`src/rtl/riscv_next_pc_predictor.sv`:
```
// Static next-PC predictor: JAL taken, backward branches taken, JALR via immediate or return address stack.
// Single registered output stage with valid/ready handshake; the RAS is updated only when an instruction is accepted.
module riscv_next_pc_predictor #(
  parameter int unsigned ADDR_WIDTH  = 64,
  parameter int unsigned RAS_DEPTH   = 8,
  parameter int unsigned INSTR_BYTES = 4
) (
  input  logic                  i_clk,
  input  logic                  i_rst_n,
  input  logic                  i_flush,
  input  logic                  i_valid,
  output logic                  o_ready,
  input  logic [ADDR_WIDTH-1:0] i_pc,
  input  logic                  i_jal,
  input  logic                  i_jalr,
  input  logic                  i_branch,
  input  logic                  i_rs1_zero,
  input  logic                  i_rs1_ra,
  input  logic                  i_link,
  input  logic                  i_imm_sign,
  input  logic [ADDR_WIDTH-1:0] i_imm,
  output logic                  o_valid,
  input  logic                  i_ready,
  output logic [ADDR_WIDTH-1:0] o_pc,
  output logic [ADDR_WIDTH-1:0] o_next_pc,
  output logic                  o_taken,
  output logic                  o_unknown
);

  localparam int unsigned PTR_W = $clog2(RAS_DEPTH);
  localparam int unsigned CNT_W = PTR_W + 1;

  logic [ADDR_WIDTH-1:0] ras [RAS_DEPTH];
  logic [PTR_W-1:0]      ptr;
  logic [CNT_W-1:0]      count;

  logic                  accept;
  logic                  is_jalr;
  logic                  push;
  logic                  pop_hit;
  logic [PTR_W-1:0]      top_idx;
  logic [PTR_W-1:0]      wr_idx;
  logic [PTR_W-1:0]      ptr_nxt;
  logic [CNT_W-1:0]      count_nxt;
  logic [ADDR_WIDTH-1:0] seq;
  logic [ADDR_WIDTH-1:0] pred_next;
  logic                  pred_taken;
  logic                  pred_unknown;

  assign o_ready = !o_valid || i_ready;
  assign accept  = i_valid && o_ready && !i_flush;

  assign seq     = i_pc + ADDR_WIDTH'(INSTR_BYTES);
  assign top_idx = ptr - PTR_W'(1);
  // jal outranks jalr when the decoder raises several flags
  assign is_jalr = i_jalr && !i_jal;
  assign push    = (i_jal || i_jalr) && i_link;
  assign pop_hit = is_jalr && !i_rs1_zero && i_rs1_ra && (count != '0);
  // A simultaneous pop+push replaces the current top in place
  assign wr_idx  = pop_hit ? top_idx : ptr;

  // Target selection, priority jal > jalr > branch
  always_comb begin
    pred_next    = seq;
    pred_taken   = 1'b0;
    pred_unknown = 1'b0;
    if (i_jal) begin
      pred_next  = i_pc + i_imm;
      pred_taken = 1'b1;
    end else if (i_jalr) begin
      if (i_rs1_zero) begin
        pred_next  = {i_imm[ADDR_WIDTH-1:1], 1'b0};
        pred_taken = 1'b1;
      end else if (pop_hit) begin
        pred_next  = ras[top_idx];
        pred_taken = 1'b1;
      end else begin
        pred_unknown = 1'b1;
      end
    end else if (i_branch && i_imm_sign) begin
      pred_next  = i_pc + i_imm;
      pred_taken = 1'b1;
    end
  end

  // RAS pointer/count update
  always_comb begin
    ptr_nxt   = ptr;
    count_nxt = count;
    if (push && !pop_hit) begin
      ptr_nxt = ptr + PTR_W'(1);
      if (count != CNT_W'(RAS_DEPTH)) count_nxt = count + CNT_W'(1);
    end else if (pop_hit && !push) begin
      ptr_nxt   = top_idx;
      count_nxt = count - CNT_W'(1);
    end
  end

  always_ff @(posedge i_clk or negedge i_rst_n) begin
    if (!i_rst_n) begin
      ptr   <= '0;
      count <= '0;
      for (int unsigned i = 0; i < RAS_DEPTH; i++) ras[PTR_W'(i)] <= '0;
    end else if (accept) begin
      ptr   <= ptr_nxt;
      count <= count_nxt;
      if (push) ras[wr_idx] <= seq;
    end
  end

  // Output stage: flush kills, accept loads, consumed data drains
  always_ff @(posedge i_clk or negedge i_rst_n) begin
    if (!i_rst_n) begin
      o_valid   <= 1'b0;
      o_pc      <= '0;
      o_next_pc <= '0;
      o_taken   <= 1'b0;
      o_unknown <= 1'b0;
    end else if (i_flush) begin
      o_valid <= 1'b0;
    end else if (accept) begin
      o_valid   <= 1'b1;
      o_pc      <= i_pc;
      o_next_pc <= pred_next;
      o_taken   <= pred_taken;
      o_unknown <= pred_unknown;
    end else if (i_ready) begin
      o_valid <= 1'b0;
    end
  end

endmodule
```
`config.mk`:
```
export PLATFORM = sky130hd
export DESIGN_NAME = riscv_next_pc_predictor
export DESIGN_NICKNAME = d
export VERILOG_FILES = /design/src/rtl/riscv_next_pc_predictor.sv
export SDC_FILE = /design/constraint.sdc
export NUM_CORES = 2
export LEC_CHECK = 0
export BUFFER_PORTS_ARGS = -buffer_cell sky130_fd_sc_hd__buf_2
export CAP_MARGIN = 40
export CORE_MARGIN = 1.5
export CORE_UTILIZATION = 55
export DETAILED_ROUTE_END_ITERATION = 8
export HOLD_SLACK_MARGIN = 0.1
export PLACE_DENSITY_LB_ADDON = 0.1
export SYNTH_ARGS = -nofsm -noshare
export SYNTH_HDL_FRONTEND = slang
export SYNTH_SLANG_ARGS = --single-unit
```
`constraint.sdc`:
```
create_clock -name i_clk -period 4.1 [get_ports i_clk]
set_clock_uncertainty 0.05 [all_clocks]
set_input_delay 1.23 -clock i_clk [delete_from_list [all_inputs] [get_ports i_clk]]
set_output_delay 1.23 -clock i_clk [all_outputs]
set_load 0.02 [all_outputs]
```
==> out/qor.yml <==
die:
  start_util_pct: 55.95
  die_x_um: 251.5
  die_area_mm2: 0.06324
  core.rowCount: 90
  pin_count: 272
  dieHeight_um: 251.5
  core-area_mm2: 0.06070
synth:
  synth_top_family_by_area: "compound AO/OA/AOI/OAI gates"
  synth_xor_xnor_area_share_pct: 3.043
  synth_area_mm2: 0.03396
  yosysTopAreaCellShare_pct: 47.90
  synthFlopType: "dfrtp_1"
  syn_inst: 3627
  synthTopCellsByArea: "dfrtp_1 (48%), mux4_2 (8.5%), nand2_1 (7.5%), a21oi_1 (6.4%), o21ai_0 (5.4%)"
  synth_top_cells_by_count: "nand2_1 (680), dfrtp_1 (650), a21oi_1 (431), nor2_1 (378), o21ai_0 (367)"
  async_reset_ff_share_pct: 100.0
  yosys.area_share.simple_pct: 16.05
  postSynthAreaPerCell_um2: 9.363
  synth_cell_types: 86
  synth_seq_area_share_pct: 47.90
  yosysMostFrequentCell: "nand2_1"
  synth_nets: 3839
  yosys_warnings: 0
  synthMuxAreaShare_pct: 10.03
  synth_edf_count: 0
  synth_area_leader_cell: "dfrtp_1"
  yosys.area_share.adder_pct: 2.697
  synth_compound_area_share_pct: 16.90
  ys_ff_latch: 650
cells_and_area:
  postLayoutCoreUtil_pct: 67.65
  nets: 4290
  drive_gt1_share_pct: 22.55
  fillers: 4800
  instances_no_fill: 4915
  syn_to_final_growth_pct: 20.91
setup_path:
  worstPathCellList: "buf_2 -> ha_1 -> a21o_1 -> a21o_1 -> a21oi_1 -> o21ai_1 -> o2111ai_1 -> a21oi_1 -> o31ai_1 -> buf_4 -> nand2b_1 -> nor3_1 -> a211oi_2"
  critical_path_peak_fanout: 6
  cp_data_arrival_time_ns: 4.35
  cp-end-kind: "flip-flop"
  r2r_slack_ns: 0.76
  cp_top_family: "compound AO/OA/AOI/OAI gates"
  r2r_end: "o_next_pc[45]"
  critPathMaxStageDelay_ns: 0.51
  rr_worst_depth: 10
  crit_type: "input port to flip-flop"
  crit_required_ns: 4.59
  r2r_start: "ptr[0]"
  slowest_stage: "o2111ai_1"
  path_buf_inv: 2
  start_kind: "input port"
timing:
  final_max_slew_viol_count: 0
  rsz0062_at_grt: "false"
  slew_headroom_pct: 34.74
  hold_violations: 0
  setup_violations: 0
  fin_crit_ns: 3.856
  fin_setup_tns_ns: 0
  holdWs_ns: 0.4194
  worst_pin_slew_ns: 0.9788
  fin_crit_sh_pct: 94.05
  fmax_ghz: 0.2593
pwr:
  p_leak_nw: 19.00
  vdd_drop_max_uv: 1100
  power_w: 0.02708
  power.density_mw_per_mm2: 659.5
global_routing:
  grt_use_total_pct: 39.00
  grt_max_degree: 100
  grt_pass1_wl_um: 185200
  grt_pass1_vias: 30180
  antenna_found_initial: 3
  grt_overflow_total: 0
place:
  hpwl_um: 88370
  port_buffers: 271
  gp_congestion: 1.050
  place_inst: 4786
min_path:
  holdPathStages: 2
  hold_class: "flip-flop to flip-flop"
  whs_endpoint: "o_pc[34]"
  min_from: "o_pc[34]"
drt:
  drt_iter0_drc: 3163
  wl_per_cell_um: 24.89
  dr_total_vias: 30810
  routed_wirelength_um: 122300
  drc: 0
  antenna_left: 0
  drtPass1Iterations: 6
  avgViaCountPerCell: 6.269
clocking:
  clockBufferDepth: 3
  cts_htree_levels: 3
  cts_sinks: 650
  cts_tree: "yes"
  cts_setup_buffers: 0
  clk_latency_ns: 0.66
  post_cts.resized_instances: 0
  cts_hold_buf: 0
  cts_buffers: 72
  clockRootBuffer: "clkbuf_16"
  clk_transition_reported_paths_ns: 0.06
outcome:
  status: "completed"
run:
  drv_cap: 0
-- worst min-delay path, stage by stage (launching register included) --
cell and delay [ns]:
dfrtp_1 0.34, nand2_1 0.05, nand2_1 0.05
-- kinds of logic (layout without fill, tap and decap cells) --
logic type | Yosys count | in the layout
AOI/OAI and AO/OA | 1026 | 1026
xor gates and xnor gates | 118 | 118
adders and majority gates | 72 | 72
buffers and inverters | 289 | 791
DFF | 650 | 650
muxes | 177 | 177
other | 0 | 4
and+or+nand+nor | 1295 | 1295
-- power by group --
| group | total, W | switching [W] | internal (W) |
|---|---|---|---|
| sequential | 0.0103 | 0.00142 | 0.00885 |
| clock | 0.00669 | 0.00285 | 0.00384 |
| combinational | 0.0101 | 0.00562 | 0.00450 |
| total | 0.0271 | 0.00989 | 0.0172 |
-- metrics by stage --
stage               setup slack [ns]  area [um^2]
finish                        0.2440        41060
detailed placement           -0.3079        38590
global placement             -0.3850        38590
global route                  0.1022        41050
floorplan                    0.02483        33960
CTS                           0.3551        41050
-- flip-flops by register name, summed over array words and instances, names as in the netlist --
signal	flops
count	4
o_next_pc	64
o_pc	64
o_taken	1
o_unknown	1
o_valid	1
ptr	3
ras	512
-- cells in the final DEF, fill, tap and decap left out, drive strengths merged, types with 5 or more instances in the layout --
master   instances
nand2          680
dfrtp          650
buf            631
a21oi          432
o21ai          384
nor2           379
mux4           128
clkbuf         103
ha              70
xnor2           63
nand3           61
xor2            55
nand4           37
inv             37
nor3            36
a31oi           33
a21o            30
mux2            25
mux2i           24
and3            21
a211oi          19
o22ai           17
and2            17
a221oi          15
o21bai          15
o221ai          14
clkinv          14
or3             13
and4            12
nand2b          10
o211ai           8
o21a             8
nor4             8
a221o            6
a2111oi          6
or4              6
nor2b            5
-- final cells by class --
class	instances	area [um^2]	share of cell area (%)
Multi-Input combinational cell	2688	16630	40.52
Sequential cell	650	16270	39.63
Timing Repair Buffer	631	4578	11.15
Clock buffer	103	2078	5.062
Tap cell	782	978.4	2.383
Clock inverter	22	377.9	0.9203
Inverter	35	131.4	0.3200
Antenna cell	4	10.01	0.02438
-- layer usage --
metal  vias to the layer above  share of wire, %  routed length [um]  track usage, %
met4                         4               2.9                3566           11.45
li1                      13690                 -                   -               -
met5                         -             0.023                  28               0
met2                      1637                44               53990           57.85
met3                       215                11               13710           10.61
met1                     15270                42               51050           56.36
-- worst max path at each step --
stage | startpoint | endpoint | slack [ns] | depth (start not counted)
floorplan | i_jal | count[3] | 0.02 | 15
global placement | i_pc[5] | o_next_pc[41] | -0.39 | 12
detailed placement | i_pc[6] | o_next_pc[57] | -0.31 | 13
CTS | i_pc[6] | o_next_pc[57] | 0.36 | 13
global route | i_pc[0] | o_next_pc[62] | 0.10 | 13
finish | i_pc[6] | o_next_pc[57] | 0.24 | 13
Note: power is estimated with default switching activity, not from simulation.
